## src/rtl/fpu_pkg.sv

```systemverilog
// Shared FPU definitions: IEEE-754 single field widths, constants and the
// iterative divider's state encoding.
package fpu_pkg;
  localparam int EXP_W    = 8;
  localparam int MANT_W   = 23;
  localparam int EXP_BIAS = 127;

  localparam logic [31:0] FP_POS_INF = 32'h7F800000;

  typedef enum logic [1:0] {
    IDLE,
    DIV,
    ROUND,
    DONE
  } div_state_e;
endpackage

```

## src/rtl/fp_round_rne.sv

```systemverilog
// Round-to-nearest-even increment decision from ulp/guard/round/sticky bits,
// shared by the divider, reciprocal and multiply units.
module fp_round_rne (
  input  logic ulp,
  input  logic guard,
  input  logic round,
  input  logic sticky,
  output logic inc
);
  // Exactly half-way (round=sticky=0) only rounds up when that makes the ulp even.
  assign inc = guard & (round | sticky | ulp);
endmodule

```

## src/rtl/fdiv_iter.sv

```systemverilog
// Multi-cycle single-precision divider d = x / y: restoring division one
// quotient bit per cycle, then a single round-to-nearest-even step.
module fdiv_iter
  import fpu_pkg::*;
(
  input  logic        clk,
  input  logic        rst,
  input  logic        s_valid,
  output logic        s_ready,
  input  logic [31:0] x,
  input  logic [31:0] y,
  output logic        d_valid,
  input  logic        d_ready,
  output logic [31:0] d,
  output logic        overflow,
  output logic        underflow
);
  localparam int QBITS = 27;

  div_state_e         r_state;
  div_state_e         w_state_next;
  logic               r_sign;
  logic signed [9:0]  r_exp;
  logic [24:0]        r_rem;
  logic [MANT_W:0]    r_div;
  logic [QBITS-1:0]   r_q;
  logic [4:0]         r_cnt;
  logic [31:0]        r_d;
  logic               r_ovf;
  logic               r_unf;
  logic               r_dvalid;
  logic               r_sready;

  logic               w_sign;
  logic               w_x_zero;
  logic               w_y_zero;
  logic signed [9:0]  w_exp_init;
  logic               w_ge;
  logic [24:0]        w_rem_sub;
  logic [24:0]        w_rem_next;
  logic               w_norm;
  logic [22:0]        w_mant;
  logic               w_g;
  logic               w_rb;
  logic               w_s;
  logic               w_inc;
  logic signed [9:0]  w_exp_adj;
  logic [23:0]        w_mant_inc;
  logic signed [9:0]  w_exp_rnd;
  logic               w_ovf;
  logic               w_unf;

  assign w_sign     = x[31] ^ y[31];
  assign w_x_zero   = (x[MANT_W +: EXP_W] == '0);
  assign w_y_zero   = (y[MANT_W +: EXP_W] == '0);
  assign w_exp_init = $signed({2'b00, x[MANT_W +: EXP_W]})
                    - $signed({2'b00, y[MANT_W +: EXP_W]})
                    + 10'(EXP_BIAS);

  // Remainder stays below twice the divisor, so the shifted-out MSB is always zero.
  assign w_ge       = (r_rem >= {1'b0, r_div});
  assign w_rem_sub  = w_ge ? (r_rem - {1'b0, r_div}) : r_rem;
  assign w_rem_next = {w_rem_sub[23:0], 1'b0};

  assign w_norm    = r_q[QBITS-1];
  assign w_mant    = w_norm ? r_q[25:3] : r_q[24:2];
  assign w_g       = w_norm ? r_q[2] : r_q[1];
  assign w_rb      = w_norm ? r_q[1] : r_q[0];
  assign w_s       = (w_norm & r_q[0]) | (r_rem != '0);
  assign w_exp_adj = w_norm ? r_exp : (r_exp - 10'sd1);

  fp_round_rne u_round (
    .ulp    (w_mant[0]),
    .guard  (w_g),
    .round  (w_rb),
    .sticky (w_s),
    .inc    (w_inc)
  );

  // A carry out of the mantissa leaves the fraction bits all zero.
  assign w_mant_inc = {1'b0, w_mant} + {23'b0, w_inc};
  assign w_exp_rnd  = w_mant_inc[23] ? (w_exp_adj + 10'sd1) : w_exp_adj;
  assign w_ovf      = (w_exp_rnd >= 10'sd255);
  assign w_unf      = (w_exp_rnd <= 10'sd0);

  always_comb begin
    w_state_next = r_state;
    case (r_state)
      IDLE:    if (s_valid) w_state_next = (w_x_zero || w_y_zero) ? DONE : DIV;
      DIV:     if (r_cnt == 5'(QBITS-1)) w_state_next = ROUND;
      ROUND:   w_state_next = DONE;
      DONE:    if (d_ready) w_state_next = IDLE;
      default: w_state_next = IDLE;
    endcase
  end

  always_ff @(posedge clk or posedge rst) begin
    if (rst) r_state <= IDLE;
    else     r_state <= w_state_next;
  end

  always_ff @(posedge clk or posedge rst) begin
    if (rst) begin
      r_sign   <= 1'b0;
      r_exp    <= '0;
      r_rem    <= '0;
      r_div    <= '0;
      r_q      <= '0;
      r_cnt    <= '0;
      r_d      <= '0;
      r_ovf    <= 1'b0;
      r_unf    <= 1'b0;
      r_dvalid <= 1'b0;
      r_sready <= 1'b1;
    end else begin
      r_sready <= (w_state_next == IDLE);
      case (r_state)
        IDLE: if (s_valid) begin
          r_sign <= w_sign;
          r_exp  <= w_exp_init;
          r_rem  <= {2'b01, x[MANT_W-1:0]};
          r_div  <= {1'b1, y[MANT_W-1:0]};
          r_q    <= '0;
          r_cnt  <= '0;
          // Zero divisor wins over zero dividend, so 0/0 also saturates.
          if (w_y_zero) begin
            r_d      <= {w_sign, FP_POS_INF[30:0]};
            r_ovf    <= 1'b1;
            r_dvalid <= 1'b1;
          end else if (w_x_zero) begin
            r_d      <= {w_sign, 31'b0};
            r_dvalid <= 1'b1;
          end
        end
        DIV: begin
          r_rem <= w_rem_next;
          r_q   <= {r_q[QBITS-2:0], w_ge};
          r_cnt <= r_cnt + 5'd1;
        end
        ROUND: begin
          r_dvalid <= 1'b1;
          if (w_ovf) begin
            r_d   <= {r_sign, FP_POS_INF[30:0]};
            r_ovf <= 1'b1;
          end else if (w_unf) begin
            r_d   <= {r_sign, 31'b0};
            r_unf <= 1'b1;
          end else begin
            r_d <= {r_sign, w_exp_rnd[7:0], w_mant_inc[22:0]};
          end
        end
        DONE: if (d_ready) begin
          r_dvalid <= 1'b0;
          r_ovf    <= 1'b0;
          r_unf    <= 1'b0;
        end
        default: ;
      endcase
    end
  end

  assign s_ready   = r_sready;
  assign d_valid   = r_dvalid;
  assign d         = r_d;
  assign overflow  = r_ovf;
  assign underflow = r_unf;
endmodule

```

## config.mk

```make
export PLATFORM = sky130hd
export DESIGN_NAME = fdiv_iter
export DESIGN_NICKNAME = d
export VERILOG_FILES = /design/src/rtl/fpu_pkg.sv /design/src/rtl/fp_round_rne.sv /design/src/rtl/fdiv_iter.sv
export SDC_FILE = /design/constraint.sdc
export NUM_CORES = 1
export LEC_CHECK = 0
export ABC_AREA = 1
export BUFFER_PORTS_ARGS = -buffer_cell sky130_fd_sc_hd__buf_2
export CAP_MARGIN = 25
export CORE_ASPECT_RATIO = 1.25
export CORE_MARGIN = 2
export CORE_UTILIZATION = 60
export DETAILED_ROUTE_END_ITERATION = 10
export HOLD_SLACK_MARGIN = 0.02
export PLACE_DENSITY = 0.89
export REMOVE_ABC_BUFFERS = 1
export SLEW_MARGIN = 20
export SYNTH_ARGS = -nofsm -noshare
export SYNTH_HDL_FRONTEND = slang
export SYNTH_SLANG_ARGS = --single-unit
```

## constraint.sdc

```tcl
create_clock -name clk -period 5.8 [get_ports clk]
set_input_delay 0.87 -clock clk [delete_from_list [all_inputs] [get_ports clk]]
set_output_delay 0.87 -clock clk [all_outputs]
set_load 0.02 [all_outputs]
```

Word-level counts from Yosys, hierarchy flattened
Cells that the tools add are included.

Equal/unequal tests: 11. Magnitude comparators: 3. Bitwise logic cells: 6. Reductions and logical operators: 16. Multiplexer cells: 35. Add/subtract/negate cells: 7.

Operators by type and width (count): two-way mux 32 bit (3); case mux 32 bit (2 select lines) (1); two-way mux 31 bit (2); case mux 27 bit (2 select lines) (1); case mux 25 bit (2 select lines) (1); two-way mux 27 bit (1); >= comparator 25 x 24 -> 1 bit (1); two-way mux 25 bit (1); nonzero test 25 bit (1); adder 23 x 1 -> 24 bit (1); two-way mux 24 bit (1); subtractor 24 bit (1); two-way mux 23 bit (1); two-way mux 10 bit (2); logical NOT 8 bit (2); != test 2 bit (second input constant) (6); two-way mux 1 bit (11); adder 10 x 2 -> 10 bit (second input constant) (1); adder 9 x 8 -> 10 bit (second input constant) (1); >= comparator 10 x 9 -> 1 bit (second input constant) (1); less-or-equal comparator 10 x 1 -> 1 bit (second input constant) (1); case mux 5 bit (2 select lines) (1); subtractor 10 x 2 -> 10 bit (second input constant) (1); subtractor 8 x 8 -> 9 bit (1); 21 further kinds (34).

Register bits: 130. Word-level logic and storage cells: 90. Input bits: 68.

Longest topological paths before layout
Gate-level depths: netlist of run 1.

Depth after elaboration: 11. Mapped depth: 23.

Hierarchy
A second synthesis of run 1 with hierarchy kept.

Cells, all modules: 1253. Area, all modules: 8991.1 sq um.

By module, submodules not included: fdiv_iter (cells an instance 1249, area an instance 8974.9 sq um, instances 1, sequential area each 3254.4 sq um); fp_round_rne (cells an instance 4, area an instance 16.3 sq um, instances 1, sequential area each 0.0 sq um).

Worst setup path after synthesis of run 1
No wires, ideal clock.

Path kind: in2reg. From: input x[23]. To: register r_exp[8]. Stages on the path: 14. Buffers on the path: 0. Data arrival time: 2538 ps. Path slack: 3136 ps. Cell sequence: inv_1 ha_1 inv_1 fa_1 inv_1 ha_1 inv_1 or2_2 nor2_1 nand2_1 inv_1 nand2_1 nand3_1 o21ai_0.

Longest elaborated chain between the ends: 2.

Ends and longest elaborated chain: start: declaration (line fdiv_iter.sv:10) `input logic [31:0] x,`; subtractor 8 x 8 -> 9 bit (line fdiv_iter.sv:57) `- $signed({2'b00, y[MANT_W +: EXP_W]})`; adder 9 x 8 -> 10 bit (line fdiv_iter.sv:58) `+ 10'(EXP_BIAS);`; end signal: assignment (line fdiv_iter.sv:120) `r_exp <= w_exp_init;`; end: declaration (line fdiv_iter.sv:23) `logic signed [9:0] r_exp;`.

No other way between the ends. A chain may end at the register's enable or synchronous reset.

Worst setup path after layout of run 1
From: register r_q[26]. To: register r_d[4], in the netlist d[4].

Longest elaborated chain between the ends: 11. Elaborated cells between the ends (all ways): 17.

Ends and longest elaborated chain: start: declaration (line fdiv_iter.sv:26) `logic [QBITS-1:0] r_q;`; start signal: assignment (line fdiv_iter.sv:137) `r_q <= {r_q[QBITS-2:0], w_ge};`; AND 1 bit (line fdiv_iter.sv:69) `assign w_s = (w_norm & r_q[0]) | (r_rem != '0);`; bitwise OR 1 bit (line fdiv_iter.sv:69); bitwise OR 1 bit (2 in series) (line fp_round_rne.sv:11) `assign inc = guard & (round | sticky | ulp);`; AND 1 bit (line fp_round_rne.sv:11); adder 23 x 1 -> 24 bit (line fdiv_iter.sv:81) `assign w_mant_inc = {1'b0, w_mant} + {23'b0, w_inc};`; two-way mux 10 bit (line fdiv_iter.sv:82) `assign w_exp_rnd = w_mant_inc[23] ? (w_exp_adj + 10'sd1) : w_exp_adj;`; less-or-equal comparator 10 x 1 -> 1 bit (line fdiv_iter.sv:84) `assign w_unf = (w_exp_rnd <= 10'sd0);`; two-way mux 31 bit (line fdiv_iter.sv:145) `end else if (w_unf) begin`; two-way mux 31 bit (*) (line fdiv_iter.sv:142) `if (w_ovf) begin`; case mux 32 bit (2 select lines) (*) (line fdiv_iter.sv:117) `case (r_state)`; end signal: assignment (line fdiv_iter.sv:143) `r_d <= {r_sign, FP_POS_INF[30:0]};`; end signal: assignment (line fdiv_iter.sv:146) `r_d <= {r_sign, 31'b0};`; end signal: assignment (line fdiv_iter.sv:149) `r_d <= {r_sign, w_exp_rnd[7:0], w_mant_inc[22:0]};`; end: declaration (line fdiv_iter.sv:28) `logic [31:0] r_d;`.

Mark *: on every way between the ends. The rest lies on a longest branch, timed or not.

==> results of run 1 <==
## registers in the layout, summed over array words and instances, names as in the netlist
name       count
r_cnt          5
r_state        2
r_div         24
underflow      1
r_sign         1
r_q           27
d             32
d_valid        1
s_ready        1
r_rem         25
r_exp         10
overflow       1
## placed cells by master, fill, tap and decap left out, types with 5 or more instances in the layout
cell type  instances
xor2_1            25
nor3_1            12
nand4_1           20
buf_4              6
dfrtp_1          129
a21oi_1           87
inv_1            154
nand3_1           65
o22ai_1           28
o211ai_1           8
nand2_1          340
nor2_2            10
clkbuf_16         17
buf_2            103
nand2_2           12
a31oi_1            7
a22oi_1            5
nor4_1            13
nor2_4             5
bufinv_16          5
ha_1              38
xnor2_1           10
nor2_1           128
o21ai_0           95
o21ai_1           13
o21bai_1           7
## worst max path at each step
stage | end | cells after the start
finish | d[4]$_DFFE_PP0P_ | 14
global route | d[1]$_DFFE_PP0P_ | 14
CTS | d[4]$_DFFE_PP0P_ | 14
detailed placement | d[4]$_DFFE_PP0P_ | 14
global placement | d[4]$_DFFE_PP0P_ | 14
floorplan | r_rem[1]$_DFFE_PP0P_ | 7
## critical path, cell delays in order (launching register included)
cell and delay, ns:
dfrtp_1 0.71, buf_4 0.36, nand2_1 0.08, nand2_1 0.15, nand2_1 0.12, nor2_2 0.16, nand3_1 0.17, nor2_4 0.23
nand4_2 0.15, nor2_1 0.18, xnor2_2 0.30, nand2_2 0.32, inv_2 0.24, nand2_1 0.09, o21ai_1 0.14
## cell usage after synthesis, drive strengths merged
master and count:
nand3 67, dfrtp 129, a21o 4, inv 160, nand4 21, xor2 25
nor3 12, ha 38, or2 2, xnor2 11, clkinv 1, o22ai 28
fa 2, nand2 354, mux2i 2, a22oi 5, buf 16, o311ai 2
o31ai 1, dfstp 1, o22a 1, clkbuf 29, a21boi 3, nor4b 1
nor4 13, o21bai 7, o21ai 113, o211ai 8, a31oi 7, a21oi 88
nor2 143
## cell families (layout without fill, tap and decap cells)
| kind of cell | count (synthesis) | after routing | synth area share (%) |
|---|---|---|---|
| AO/OA/AOI/OAI | 267 | 267 | 16.4 |
| XOR/XNOR | 36 | 36 | 3.47 |
| adder cells (fa/ha/maj) | 40 | 40 | 5.67 |
| buffers and inverters | 206 | 304 | 9.48 |
| flip-flops | 130 | 130 | 35.8 |
| multiplexers | 2 | 2 | 0.220 |
| AND/OR/NAND/NOR | 613 | 613 | 29.0 |
## stage by stage
stage	std cells	hold slack, ns	setup slack, ns
2_1_floorplan	1249	0.426	0.447
3_3_place_gp	1540	0.441	1.97
3_5_place_dp	1540	0.462	1.81
6_report	1574	0.472	2.30
5_1_grt	1574	0.497	2.04
4_1_cts	1572	0.475	1.77
## metal layers
layer  vias to the layer above  global-route usage [%]  part of all wire (%)
met5                         -                       0                     0
met4                         0                    12.1                   2.9
met3                        55                    4.87                   4.8
met2                       266                    52.2                    52
met1                      4021                    33.9                    41
li1                       4419                       -                     -
## power by group
group / internal (W) / switching (W)
Clock: 0.000796 / 0.000406
Combinational: 0.00149 / 0.00276
Sequential: 0.00135 / 0.000290
## cell type report
| cell class | count | area [um2] |
|---|---|---|
| fillers | 1234 | 4550 |
| multi-input cells | 958 | 4990 |
| inverters | 161 | 612 |
| flip-flops and latches | 130 | 3250 |
| clock buffers | 23 | 478 |
| clock inverters | 9 | 176 |
| repair buffers | 111 | 596 |
| well taps | 182 | 228 |
==> impl_metrics.yaml, run 1 <==
die:
  core_um2: 14900
  dieArea_um2: 16200
  rows: 50
  initial_core_util_pct: 61.1
  pin_count: 104
  die_h_um: 142
  die_w_um: 114
clock_network:
  cts-root-buf: "clkbuf_16"
  hold_buffers: 0
  insertion_delay_ns: 0.43
  clock-sinks: 130
  cts.clk_slew.worst_paths_ns: 0.06
  cts_tree: "built"
  cts_max_level: 4
  postCtsSetupRepairBufs: 0
  ctsResizeCount: 0
  cts_made_buffers: 17
  clockBufferDepth: 2
setup_path:
  startpoint_type: "register"
  regToRegStartpoint: "r_q[26]$_DFFE_PP0P_"
  reg2regPathDepth: 14
  critPathMaxFanout: 22
  startpoint: "r_q[26]$_DFFE_PP0P_"
  cp.required_ns: 6.15
  endpoint_kind: "register"
  cp.arrival_ns: 3.84
  crit_type: "reg -> reg"
  rrSetupSlack_ns: 2.30
  rr_endpoint: "d[4]$_DFFE_PP0P_"
finish:
  fin_area_um2: 10300
  drive_gt1_share_pct: 13.5
  diodes: 0
  syn2layout_area_growth_pct: 13.7
  fin_util_pct: 69.4
  nets: 1487
sta:
  final_hold_viol_count: 0
  period_minus_slack_ns: 3.50
  rsz0062_at_grt: "false"
  slew_headroom_pct: 33.1
  max_freq_ghz: 0.286
  post-route-period-util_pct: 60.3
  setup_violations: 0
  slew_viol_final: 0
  clock_skew_ns: 0.00496
  fin_setup_tns_ns: 0
  worstMarginPinSlew_ns: 1.00
drt:
  post-route-drc-count: 0
  vias: 8761
  avgRoutedWirePerCell_um: 14.5
  ant_nets: 0
  vias_per_cell: 5.57
  drtIter0Drc: 681
  firstDrtPassIters: 6
  drt-total-wl_mm: 22.9
global_routing:
  grt_max_degree: 83
  grt_usage_pct: 29.0
  grt_pass1_vias: 8293
  antenna_found_initial: 0
  grt.overflow.total: 0
  grt_pass1_wl_mm: 37.9
synthesis:
  synthesis.instances: 1294
  postSynthAreaPerCell_um2: 7.03
  netlist.area_leader.share_pct: 35.5
  synth_area_leaders: "dfrtp_1, nand2_1, inv_1, nor2_1, ha_1"
  yosysSeqAreaShare_pct: 35.8
  synth.largest_area_cell: "dfrtp_1"
  netlist_area_um2: 9090
  ys_seq_elements: 130
  synth-warning-count: 0
  synth_cell_types: 49
min_path:
  hp-start: "d[20]$_DFFE_PP0P_"
  hold_path_depth: 2
  hold_class: "reg -> reg"
  hold_path_end: "d[20]$_DFFE_PP0P_"
pwr:
  finalPower_w: 0.00708
  powerDensity_nw_per_um2: 685
  ir_drop_v: 0.000370
  leakage_nw: 5.27
placement:
  io_buffers: 103
  place_area_um2: 9640
  dp_hpwl_mm: 16.3
  finalWeightedCongestion: 0.999
outcome:
  status: "finished clean"
job:
  drv_cap: 0
Power figures use the tool's default switching activity.
==> run 2, diff against run 1 <==
--- a/config.mk
+++ b/config.mk
@@ -10,10 +10,10 @@
 export CAP_MARGIN = 25
 export CORE_ASPECT_RATIO = 1.25
 export CORE_MARGIN = 2
-export CORE_UTILIZATION = 60
+export CORE_UTILIZATION = 54
 export DETAILED_ROUTE_END_ITERATION = 10
 export HOLD_SLACK_MARGIN = 0.02
-export PLACE_DENSITY = 0.89
+export PLACE_DENSITY = 0.85
 export REMOVE_ABC_BUFFERS = 1
 export SLEW_MARGIN = 20
 export SYNTH_ARGS = -nofsm -noshare
==> constraint.sdc (replaced) <==
create_clock -name clk -period 3.2 [get_ports clk]
set_input_delay 0.48 -clock clk [delete_from_list [all_inputs] [get_ports clk]]
set_output_delay 0.48 -clock clk [all_outputs]
set_load 0.02 [all_outputs]
==> impl_metrics.yaml, run 2 (synthesized netlist as in run 1, its figures left out) <==
clock_network:
  insertion_delay_ns: 0.43
  hold_buffers: 0
  clock-sinks: 130
  cts_tree: "built"
  cts_made_buffers: 17
  cts-root-buf: "clkbuf_16"
  clockBufferDepth: 2
  cts_max_level: 4
  cts.clk_slew.worst_paths_ns: 0.06
drt:
  post-route-drc-count: 0
  dr_wl_met2_mm: 11.0
  avgRoutedWirePerCell_um: 13.5
  ant_nets: 0
  firstDrtPassIters: 5
  vias_per_cell: 5.39
  drtIter0Drc: 490
  wl_met3_um: 877
  vias: 8744
  wl_met1_mm: 9.27
  drt-total-wl_mm: 21.9
  highest_layer: "met4"
die:
  initial_core_util_pct: 54.6
  rows: 53
  die_h_um: 149
  dieArea_um2: 17900
  pin_count: 104
  die_w_um: 120
  core_um2: 16600
sta:
  hold_slack_ns: 0.0603
  final_hold_viol_count: 0
  setup_ws_ns: 0.324
  clock_skew_ns: 0.00590
  worstMarginPinSlew_ns: 0.617
  slew_viol_final: 0
  post-route-period-util_pct: 89.9
  setup_violations: 0
  period_minus_slack_ns: 2.88
  slew_headroom_pct: 58.6
  rsz0062_at_grt: "false"
  max_freq_ghz: 0.348
finish:
  diodes: 0
  drive_gt1_share_pct: 14.2
  syn2layout_area_growth_pct: 14.0
  mostFrequentLayoutCells: "nand2_1, inv_1, dfrtp_1, nor2_1, buf_2"
  final_common_cell: "nand2_1"
  nets: 1498
  largest_register_ffs: 32
setup_path:
  crit_top_cell: "nand2_1"
  max_stage_delay_ns: 0.44
  endpoint_kind: "register"
  cp.arrival_ns: 3.20
  cp.required_ns: 3.52
  crit_type: "reg -> reg"
  worstPathCellList: "buf_12 -> o21ai_1 -> nand2_1 -> inv_1 -> nand2_2 -> nor2_4 -> nand3_4 -> nand2_1 -> nand2_1 -> inv_1 -> nand3_1 -> nor2_1 -> nand2_1 -> nand2_2 -> nand2_8 -> nand2_4 -> nand2_1 -> nand2_1 -> nand2_1"
  startpoint_type: "register"
  cp_slowest_cell: "dfrtp_1"
  critPathMaxFanout: 41
placement:
  pre_cts_ws_ns: 0.274
  finalWeightedCongestion: 0.945
  dp_hpwl_mm: 16.3
  io_buffers: 103
pwr:
  switching_share_pct: 49.1
  leakage_nw: 5.29
  intPower_w: 0.00632
  p_sw_w: 0.00610
  p_comb_share_pct: 61.5
  ir_drop_v: 0.000731
  seqPwrFrac_pct: 23.7
  powerDensity_nw_per_um2: 1200
  power.clock.fraction_pct: 14.8
outcome:
  status: "finished clean"
job:
  drv_cap: 0
global_routing:
  grt_usage_pct: 25.4
  grt_pass1_vias: 8330
  grt_max_degree: 97
  antenna_found_initial: 0
  grt.overflow.total: 0
  grt_pass1_wl_mm: 37.1
min_path:
  hold_class: "in -> async"
==> run 2: metal layers <==
metal / GRT usage (%) / vias up
li1: - / 4433
met1: 30.1 / 4009
met2: 45.1 / 244
met3: 3.90 / 58
met4: 11.8 / 0
met5: 0 / -
==> run 2: per-stage QoR <==
step	instance area, um2	setup TNS, ns	util (%)	std cells	total power, W
after floorplan	8840	-176.82	-	1249	0.00863
after global placement	9810	0	58.9	1591	0.0102
after detailed placement	9810	0	58.9	1591	0.0105
after CTS	10400	0	62.3	1623	0.0124
after global routing	10400	0	62.3	1623	0.0136
final	10400	0	62.3	1623	0.0124
==> run 2: area by class of cell <==
class	instances	area, um2
repair buffers	122	683
clock inverters	10	83.8
inverters	161	609
multi-input cells	958	4990
clock buffers	22	474
flip-flops and latches	130	3250
fillers	1509	6270
well taps	220	275
==> run 2: timing repair <==
action	CTS	global route
hold endpoints to repair	0	0
setup buffers	0	0
endpoints found under the setup margin	0	5
resized for setup	0	1
==> run 2: power groups by stage <==
stage / logic, W / registers (W) / clock network [W]
detailed placement: 0.00754 / 0.00296 / 0
floorplan: 0.00553 / 0.00310 / 0
finish: 0.00764 / 0.00295 / 0.00183
CTS: 0.00759 / 0.00294 / 0.00185
global route: 0.00862 / 0.00303 / 0.00194
global placement: 0.00732 / 0.00293 / 0
==> run 2: path summary, 6_finish.rpt <==
| check | from | endpoint | slack, ns | cells past startpoint |
|---|---|---|---|---|
| hold reg to reg | d[21]$_DFFE_PP0P_ | d[21]$_DFFE_PP0P_ | 0.47 | 2 |
| min in group clk | y[10] | r_div[10]$_DFFE_PP0P_ | 0.25 | 3 |
| hold / removal | rst | r_div[3]$_DFFE_PP0P_ | 0.06 | 2 |
| setup reg to reg | r_q[26]$_DFFE_PP0P_ | overflow$_DFFE_PP0P_ | 0.32 | 19 |
| max in group asynchronous | rst | s_ready$_DFF_PP1_ | 2.28 | 3 |
| setup / recovery | r_q[26]$_DFFE_PP0P_ | overflow$_DFFE_PP0P_ | 0.32 | 19 |
==> run 2: critical path: cells and delay by family, from the launching register on <==
kind | cells | cell delay, ns
buffers and inverters | 3 | 0.38
AOI/OAI and AO/OA | 1 | 0.34
DFF | 1 | 0.44
and+or+nand+nor | 15 | 1.61
